==> config.mk <==
export PLATFORM = sky130hd
export DESIGN_NAME = spi_slave
export DESIGN_NICKNAME = d
export VERILOG_FILES = /design/src/rtl/spi_slave.sv
export SDC_FILE = /design/constraint.sdc
export NUM_CORES = 1
export LEC_CHECK = 0
export ABC_AREA = 1
export BUFFER_PORTS_ARGS = -buffer_cell sky130_fd_sc_hd__buf_2
export CAP_MARGIN = 20
export CORE_ASPECT_RATIO = 1.25
export CORE_UTILIZATION = 30
export CTS_BUF_LIST = sky130_fd_sc_hd__clkbuf_4 sky130_fd_sc_hd__clkbuf_8
export DETAILED_ROUTE_END_ITERATION = 8
export GPL_ROUTABILITY_DRIVEN = 0
export PLACE_DENSITY = 0.58
export REMOVE_ABC_BUFFERS = 1
export SLEW_MARGIN = 20
export SYNTH_ARGS = -nofsm -noshare
export SYNTH_HDL_FRONTEND = slang
export SYNTH_SLANG_ARGS = --single-unit
export TNS_END_PERCENT = 30
==> constraint.sdc <==
create_clock -name clk -period 1.9 [get_ports clk]
set_input_delay 0.38 -clock clk [delete_from_list [all_inputs] [get_ports clk]]
set_output_delay 0.38 -clock clk [all_outputs]
set_load 0.01 [all_outputs]
==> src/rtl/spi_slave.sv <==
// SPI slave front-end for a single-port RAM.
// Receives 10-bit frames (2-bit command + 8-bit address/data) on MOSI and
// forwards each completed frame as a one-cycle rx_valid strobe. In the
// read-data phase it captures one byte from the RAM and shifts it out on
// MISO, MSB first. clk doubles as the SPI bit clock.
module spi_slave (
    input  logic       clk,
    input  logic       rst_n,
    input  logic       SS_n,
    input  logic       MOSI,
    output logic       MISO,
    output logic [9:0] rx_data,
    output logic       rx_valid,
    input  logic [7:0] tx_data,
    input  logic       tx_valid
);

    localparam logic [2:0] IDLE      = 3'd0;
    localparam logic [2:0] CHK_CMD   = 3'd1;
    localparam logic [2:0] WRITE     = 3'd2;
    localparam logic [2:0] READ_ADD  = 3'd3;
    localparam logic [2:0] READ_DATA = 3'd4;

    // Counter value once all ten frame bits have been taken in.
    localparam logic [3:0] FRAME_BITS = 4'd10;
    localparam logic [3:0] LAST_BIT   = 4'd9;

    logic [2:0] state_reg;
    logic [2:0] state_next;
    logic [3:0] bit_cnt_reg;
    logic [8:0] rx_shift_reg;      // frame bits 9..1 collected so far
    logic       rd_addr_flag_reg;  // a read address has been sent, next read is data
    logic [7:0] tx_shift_reg;
    logic [2:0] tx_cnt_reg;        // MISO bits still to present after the current one
    logic       tx_loaded_reg;     // read byte already captured in this frame

    logic in_frame_state;
    logic frame_done;
    logic frame_last;
    logic tx_load;

    assign in_frame_state = (state_reg == WRITE) || (state_reg == READ_ADD) ||
                            (state_reg == READ_DATA);
    assign frame_done     = (bit_cnt_reg == FRAME_BITS);
    // Bit 0 is on MOSI this cycle; a simultaneous SS_n rise aborts the frame.
    assign frame_last     = in_frame_state && (bit_cnt_reg == LAST_BIT) && !SS_n;
    // Only the first tx_valid after the read-data frame has completed is taken.
    assign tx_load        = (state_reg == READ_DATA) && frame_done && !tx_loaded_reg &&
                            tx_valid && !SS_n;

    // Next-state logic: SS_n high always returns to IDLE, command bit picks the branch.
    always_comb begin
        state_next = state_reg;
        if (state_reg != IDLE && SS_n) begin
            state_next = IDLE;
        end else begin
            case (state_reg)
                IDLE: begin
                    if (!SS_n) begin
                        state_next = CHK_CMD;
                    end
                end
                CHK_CMD: begin
                    if (!MOSI) begin
                        state_next = WRITE;
                    end else if (rd_addr_flag_reg) begin
                        state_next = READ_DATA;
                    end else begin
                        state_next = READ_ADD;
                    end
                end
                WRITE, READ_ADD, READ_DATA: begin
                    state_next = state_reg;
                end
                default: begin
                    state_next = IDLE;
                end
            endcase
        end
    end

    // State register.
    always_ff @(posedge clk or negedge rst_n) begin
        if (!rst_n) begin
            state_reg <= IDLE;
        end else begin
            state_reg <= state_next;
        end
    end

    // Shift in frame bits and count them; bits after a complete frame are ignored.
    always_ff @(posedge clk or negedge rst_n) begin
        if (!rst_n) begin
            bit_cnt_reg  <= '0;
            rx_shift_reg <= '0;
        end else if (SS_n || state_reg == IDLE) begin
            bit_cnt_reg <= '0;
        end else if (state_reg == CHK_CMD) begin
            rx_shift_reg <= {rx_shift_reg[7:0], MOSI};
            bit_cnt_reg  <= 4'd1;
        end else if (!frame_done) begin
            rx_shift_reg <= {rx_shift_reg[7:0], MOSI};
            bit_cnt_reg  <= bit_cnt_reg + 4'd1;
        end
    end

    // Publish the completed frame with a single-cycle strobe; rx_data holds otherwise.
    always_ff @(posedge clk or negedge rst_n) begin
        if (!rst_n) begin
            rx_data  <= '0;
            rx_valid <= 1'b0;
        end else begin
            rx_valid <= frame_last;
            if (frame_last) begin
                rx_data <= {rx_shift_reg, MOSI};
            end
        end
    end

    // Track whether the next read frame carries data rather than an address.
    always_ff @(posedge clk or negedge rst_n) begin
        if (!rst_n) begin
            rd_addr_flag_reg <= 1'b0;
        end else if (frame_last) begin
            if (state_reg == READ_ADD) begin
                rd_addr_flag_reg <= 1'b1;
            end else if (state_reg == READ_DATA) begin
                rd_addr_flag_reg <= 1'b0;
            end
        end
    end

    // Capture the read byte once and shift it out MSB first; MISO idles low.
    always_ff @(posedge clk or negedge rst_n) begin
        if (!rst_n) begin
            tx_shift_reg  <= '0;
            tx_cnt_reg    <= '0;
            tx_loaded_reg <= 1'b0;
            MISO          <= 1'b0;
        end else if (state_reg != READ_DATA || SS_n) begin
            tx_shift_reg  <= '0;
            tx_cnt_reg    <= '0;
            tx_loaded_reg <= 1'b0;
            MISO          <= 1'b0;
        end else if (tx_load) begin
            MISO          <= tx_data[7];
            tx_shift_reg  <= {tx_data[6:0], 1'b0};
            tx_cnt_reg    <= 3'd7;
            tx_loaded_reg <= 1'b1;
        end else if (tx_cnt_reg != 3'd0) begin
            MISO         <= tx_shift_reg[7];
            tx_shift_reg <= {tx_shift_reg[6:0], 1'b0};
            tx_cnt_reg   <= tx_cnt_reg - 3'd1;
        end else begin
            MISO <= 1'b0;
        end
    end

endmodule

# --- Yosys cells after proc, flatten, opt, wreduce, memory -nomap -nowiden ---
# Cells that the tools add are included.
classes:
  n_eq_ne: 11
  mux: 23
  n_reduce_logical: 23
  bitwise: 1
  add_sub_neg: 2
ops:
  columns: ["cell", "n"]
  rows:
  - ["$mux 8", 3]
  - ["$mux 3", 7]
  - ["$mux 9", 2]
  - ["$mux 4", 3]
  - ["$pmux 3 s3", 1]
  - ["$reduce_bool 3->1", 3]
  - ["$eq 4x4->1 const B", 2]
  - ["$logic_and 1x1->1", 7]
  - ["$mux 1", 7]
  - ["$eq 3x2->1 const B", 2]
  - ["$ne 3x3->1 const B", 2]
  - ["$reduce_and 2->1", 3]
  - ["$add 4x1->4 const B", 1]
  - ["$logic_or 1x1->1", 4]
  - ["$reduce_bool 2->1", 2]
  - ["$eq 3x1->1 const B", 1]
  - ["$eq 3x3->1 const B", 1]
  - ["$logic_not 3->1", 1]
  - ["$ne 3x1->1 const B", 1]
  - ["$reduce_or 3->1", 1]
  - ["$sub 3x1->3 const B", 1]
  - ["$logic_not 1->1", 2]
  - ["$ne 2x1->1 const B", 1]
  - ["$ne 2x2->1 const B", 1]
  - ["$not 1->1", 1]
totals:
  regBits: 41
  word_cells: 70
  in_bits: 13
  output_inout_bits: 12

# --- Longest topological paths before layout ---
logic_depth:
  ltp_word: 7
  depth_mapped: 9
  depth_no_buf: 9

# --- Worst setup path after synthesis ---
# Ideal clock, no wire load.
synth_path:
  path_type: "reg-to-reg"
  start: "register bit_cnt_reg[0]"
  end: "register tx_shift_reg[2]"
  path_stages_with_launch: 10
  t_arrival_ns: 1.248
  path_slack_ns: 0.535
  setup_ns: 0.116
  n_path_buf: 0
  period_less_slack_ns: 1.365
  required_time_ns: 1.784
  cell_sequence: "dfrtp_1 > inv_1 > ha_1 > nand3_2 > nor2_4 > nand2_2 > nand2_1 > nand2_1 > nand2_1 > nand2_1"
synth_via:
  elab_chain_cells: 7
  word_cells_on_any_way: 8
  classes_between: "eq/ne (1); mux (2); reduce/logical (5)"
synth_lines:
  columns: ["element", "line_no", "rtl"]
  rows:
  - ["start: declaration", "30", "logic [3:0] bit_cnt_reg;"]
  - ["start signal: assignment", "103", "bit_cnt_reg <= bit_cnt_reg + 4'd1;"]
  - ["$eq 4x4->1 *", "44", "assign frame_done = (bit_cnt_reg == FRAME_BITS);"]
  - ["$logic_and 1x1->1 * (3 in series)", "48", "assign tx_load = (state_reg == READ_DATA) && frame_done && !tx_loaded_reg &&"]
  - ["$logic_and 1x1->1 *", "49", "tx_valid && !SS_n;"]
  - ["$mux 8", "145", "end else if (tx_load) begin"]
  - ["$mux 8", "140", "end else if (state_reg != READ_DATA || SS_n) begin"]
  - ["end signal: assignment", "147", "tx_shift_reg <= {tx_data[6:0], 1'b0};"]
  - ["end signal: assignment", "152", "tx_shift_reg <= {tx_shift_reg[6:0], 1'b0};"]
  - ["end: declaration", "33", "logic [7:0] tx_shift_reg;"]
# Every way passes the cells marked *; elsewhere a longest branch is shown, timed or not.
# A chain may end at the register's enable or synchronous reset.

# --- Final worst setup path ---
layout_path:
  start: "register bit_cnt_reg[1]"
  end: "register rx_data[2]"
layout_via:
  elab_chain_cells: 3
layout_lines:
  columns: ["element", "line_no", "rtl"]
  rows:
  - ["$eq 4x4->1", "46", "assign frame_last = in_frame_state && (bit_cnt_reg == LAST_BIT) && !SS_n;"]
  - ["$logic_and 1x1->1 (2 in series)", "46", null]
  - ["end signal: assignment", "115", "rx_data <= {rx_shift_reg, MOSI};"]
  - ["end: declaration", "12", "output logic [9:0] rx_data,"]
# Every way passes these cells.

==> impl_metrics.py <==
metrics = {
    "run_status": {
        "status": "completed",
    },
    "clocking": {
        "clk_latency_ns": 0.29,
        "cts.htree.levels": 2,
        "post_cts_resized": 0,
        "clock-root-buffer": "clkbuf_8",
        "post_cts_buffers": 0,
        "holdBufCountCts": 0,
        "cts_tree": "yes",
        "cts_sinks": 40,
        "cts_inserted_buffers": 5,
        "clock_path_buffers": 2,
        "clk_pin_slew_ns": 0.08,
    },
    "place": {
        "postPlaceCellArea_sq_um": 2130,
        "portBuffers": 24,
        "pre_cts_slack_ns": 0.287,
        "hpwlAfterDp_mm": 2.58,
    },
    "synth": {
        "yosysWarnings": 0,
        "syn_inst": 215,
        "synth_top_cells_by_area": "dfrtp_1, nand2_1, o21ai_2",
        "avgSynthCellArea_sq_um": 8.97,
        "yosysSeqAreaShare_pct": 51.9,
        "synth-seq-cells": 40,
        "synth_area_sq_um": 1930,
        "synthDominantCellAreaShare_pct": 51.9,
        "synth_area_leader_cell": "dfrtp_1",
        "synth.distinct_cells": 24,
    },
    "routing": {
        "drt_iter0_markers": 56,
        "routed_wl_mm": 3.59,
        "wl_per_cell_um": 10.9,
        "firstDrtPassIters": 4,
        "ant_nets": 0,
        "viasPerCell": 4.29,
        "vias": 1415,
        "drc_errors": 0,
    },
    "floorplanning": {
        "die-width_um": 73.7,
        "ioPinCount": 25,
        "fp.dieH_um": 91.6,
        "core_area_sq_um": 6210,
        "die-area_sq_um": 6750,
        "initial_core_util_pct": 31.1,
        "std_cell_rows": 32,
    },
    "finish": {
        "mostFrequentLayoutCell": "nand2_1",
        "nets": 262,
        "diodes": 0,
        "fill_cells": 655,
        "largest_reg_flops": 10,
        "synthToLayoutAreaGrowth_pct": 15.4,
        "final_cell_mix": "nand2_1, dfrtp_1, buf_2",
        "layout-drive-gt1-share_pct": 25.7,
        "fin_area_sq_um": 2220,
    },
    "setup_path": {
        "path_class": "reg2reg",
        "cp-startpoint": "bit_cnt_reg[1]",
        "start_kind": "register",
        "arrival_ns": 1.80,
        "path_max_fanout": 20,
        "cp.required_ns": 2.10,
        "worst_r2r_startpoint": "bit_cnt_reg[1]",
        "end_kind": "register",
    },
    "power": {
        "p_leak_uw": 0.00114,
        "finalPower_uw": 1850,
        "peakVddDrop_mv": 0.310,
        "power_density_nw_per_um2": 831,
    },
    "sta": {
        "finalHoldViolations": 0,
        "rsz0062_at_grt": "no",
        "finalCriticalPeriod_ns": 1.61,
        "fin_tns_setup_ns": 0,
        "slew_headroom_pct": 59.1,
        "fin_skew_ns": 0.00864,
        "fin_ws_ns": 0.291,
        "period_share_pct": 84.7,
        "finalSetupViolCount": 0,
        "clock.fmax_ghz": 0.622,
        "slew_violations": 0,
        "tightest_slew_ns": 0.613,
    },
    "job": {
        "cap_violations": 0,
    },
    "grt": {
        "antenna_found_initial": 0,
        "grt_overflow": 0,
        "grt_max_degree": 22,
        "grt_pass1_wl_mm": 6.38,
        "track_usage_pct": 12.2,
        "first_global_vias": 1401,
    },
    "min_path": {
        "hold_class": "in2async",
    },
}
## critical path, stage by stage (launching register included)
cell	delay, ns
dfrtp_1	0.42
inv_1	0.07
ha_1	0.16
nand2_2	0.07
nor2_2	0.09
nand2_1	0.37
o21ai_0	0.33
## final timing paths
path | slack (ns) | to | depth (start not counted)
worst max-delay path | 0.29 | rx_data[2] | 6
worst min-delay path | 0.04 | bit_cnt_reg[0] | 1
worst max register to register | 0.29 | rx_data[2] | 6
worst min register to register | 0.48 | rx_data[9] | 2
max in group asynchronous | 1.32 | rx_shift_reg[6] | 2
min in group clk | 0.32 | tx_shift_reg[1] | 3
## cell families (layout without fill, tap and decap cells)
family | Yosys count | after routing | synth area share (%)
buf+inv | 30 | 60 | 7.46
compound gates | 30 | 30 | 10.6
flops | 40 | 40 | 51.9
fa+ha+maj | 5 | 5 | 3.24
simple gates | 107 | 107 | 25.4
xor+xnor | 3 | 3 | 1.36
## report_power, final
part	switching [uW]	internal (uW)	total [uW]
Combinational	159	91.0	250
Sequential	48.3	934	982
Clock	292	325	617
## synthesized netlist by cell type (all sizes together)
cell type / number
a21oi: 4
buf: 5
dfrtp: 40
ha: 5
inv: 25
nand2: 75
nand3: 19
nand4: 1
nor2: 11
nor3: 1
o21a: 2
o21ai: 22
o31ai: 2
xnor2: 2
xor2: 1
## layer usage
layer  GRT usage, %  share of wire [%]  vias to the layer above
met4           4.33                1.6                        0
met2           19.9                 47                       30
met3           3.08                3.8                        7
li1               -                  -                      738
met5              0                  0                        -
met1           15.5                 47                      640
## stage by stage
step / instances / hold slack [ns] / utilization [%]
final: 330 / 0.0422 / 35.8
after global routing: 330 / 0.0663 / 35.8
after CTS: 330 / 0.0573 / 35.8
after detailed placement: 322 / 0.379 / 34.3
after global placement: 322 / 0.369 / 34.3
after floorplan: 210 / 0.0844 / -
## area by class of cell
type	count	area [sq um]	share of cell area, %
inverters	25	93.8	4.22
flip-flops and latches	40	1000	45.0
repair buffers	27	143	6.41
multi-input cells	145	783	35.2
well taps	85	106	4.78
clock buffers	8	97.6	4.39
No activity file was read; power rests on OpenSTA's default activity.
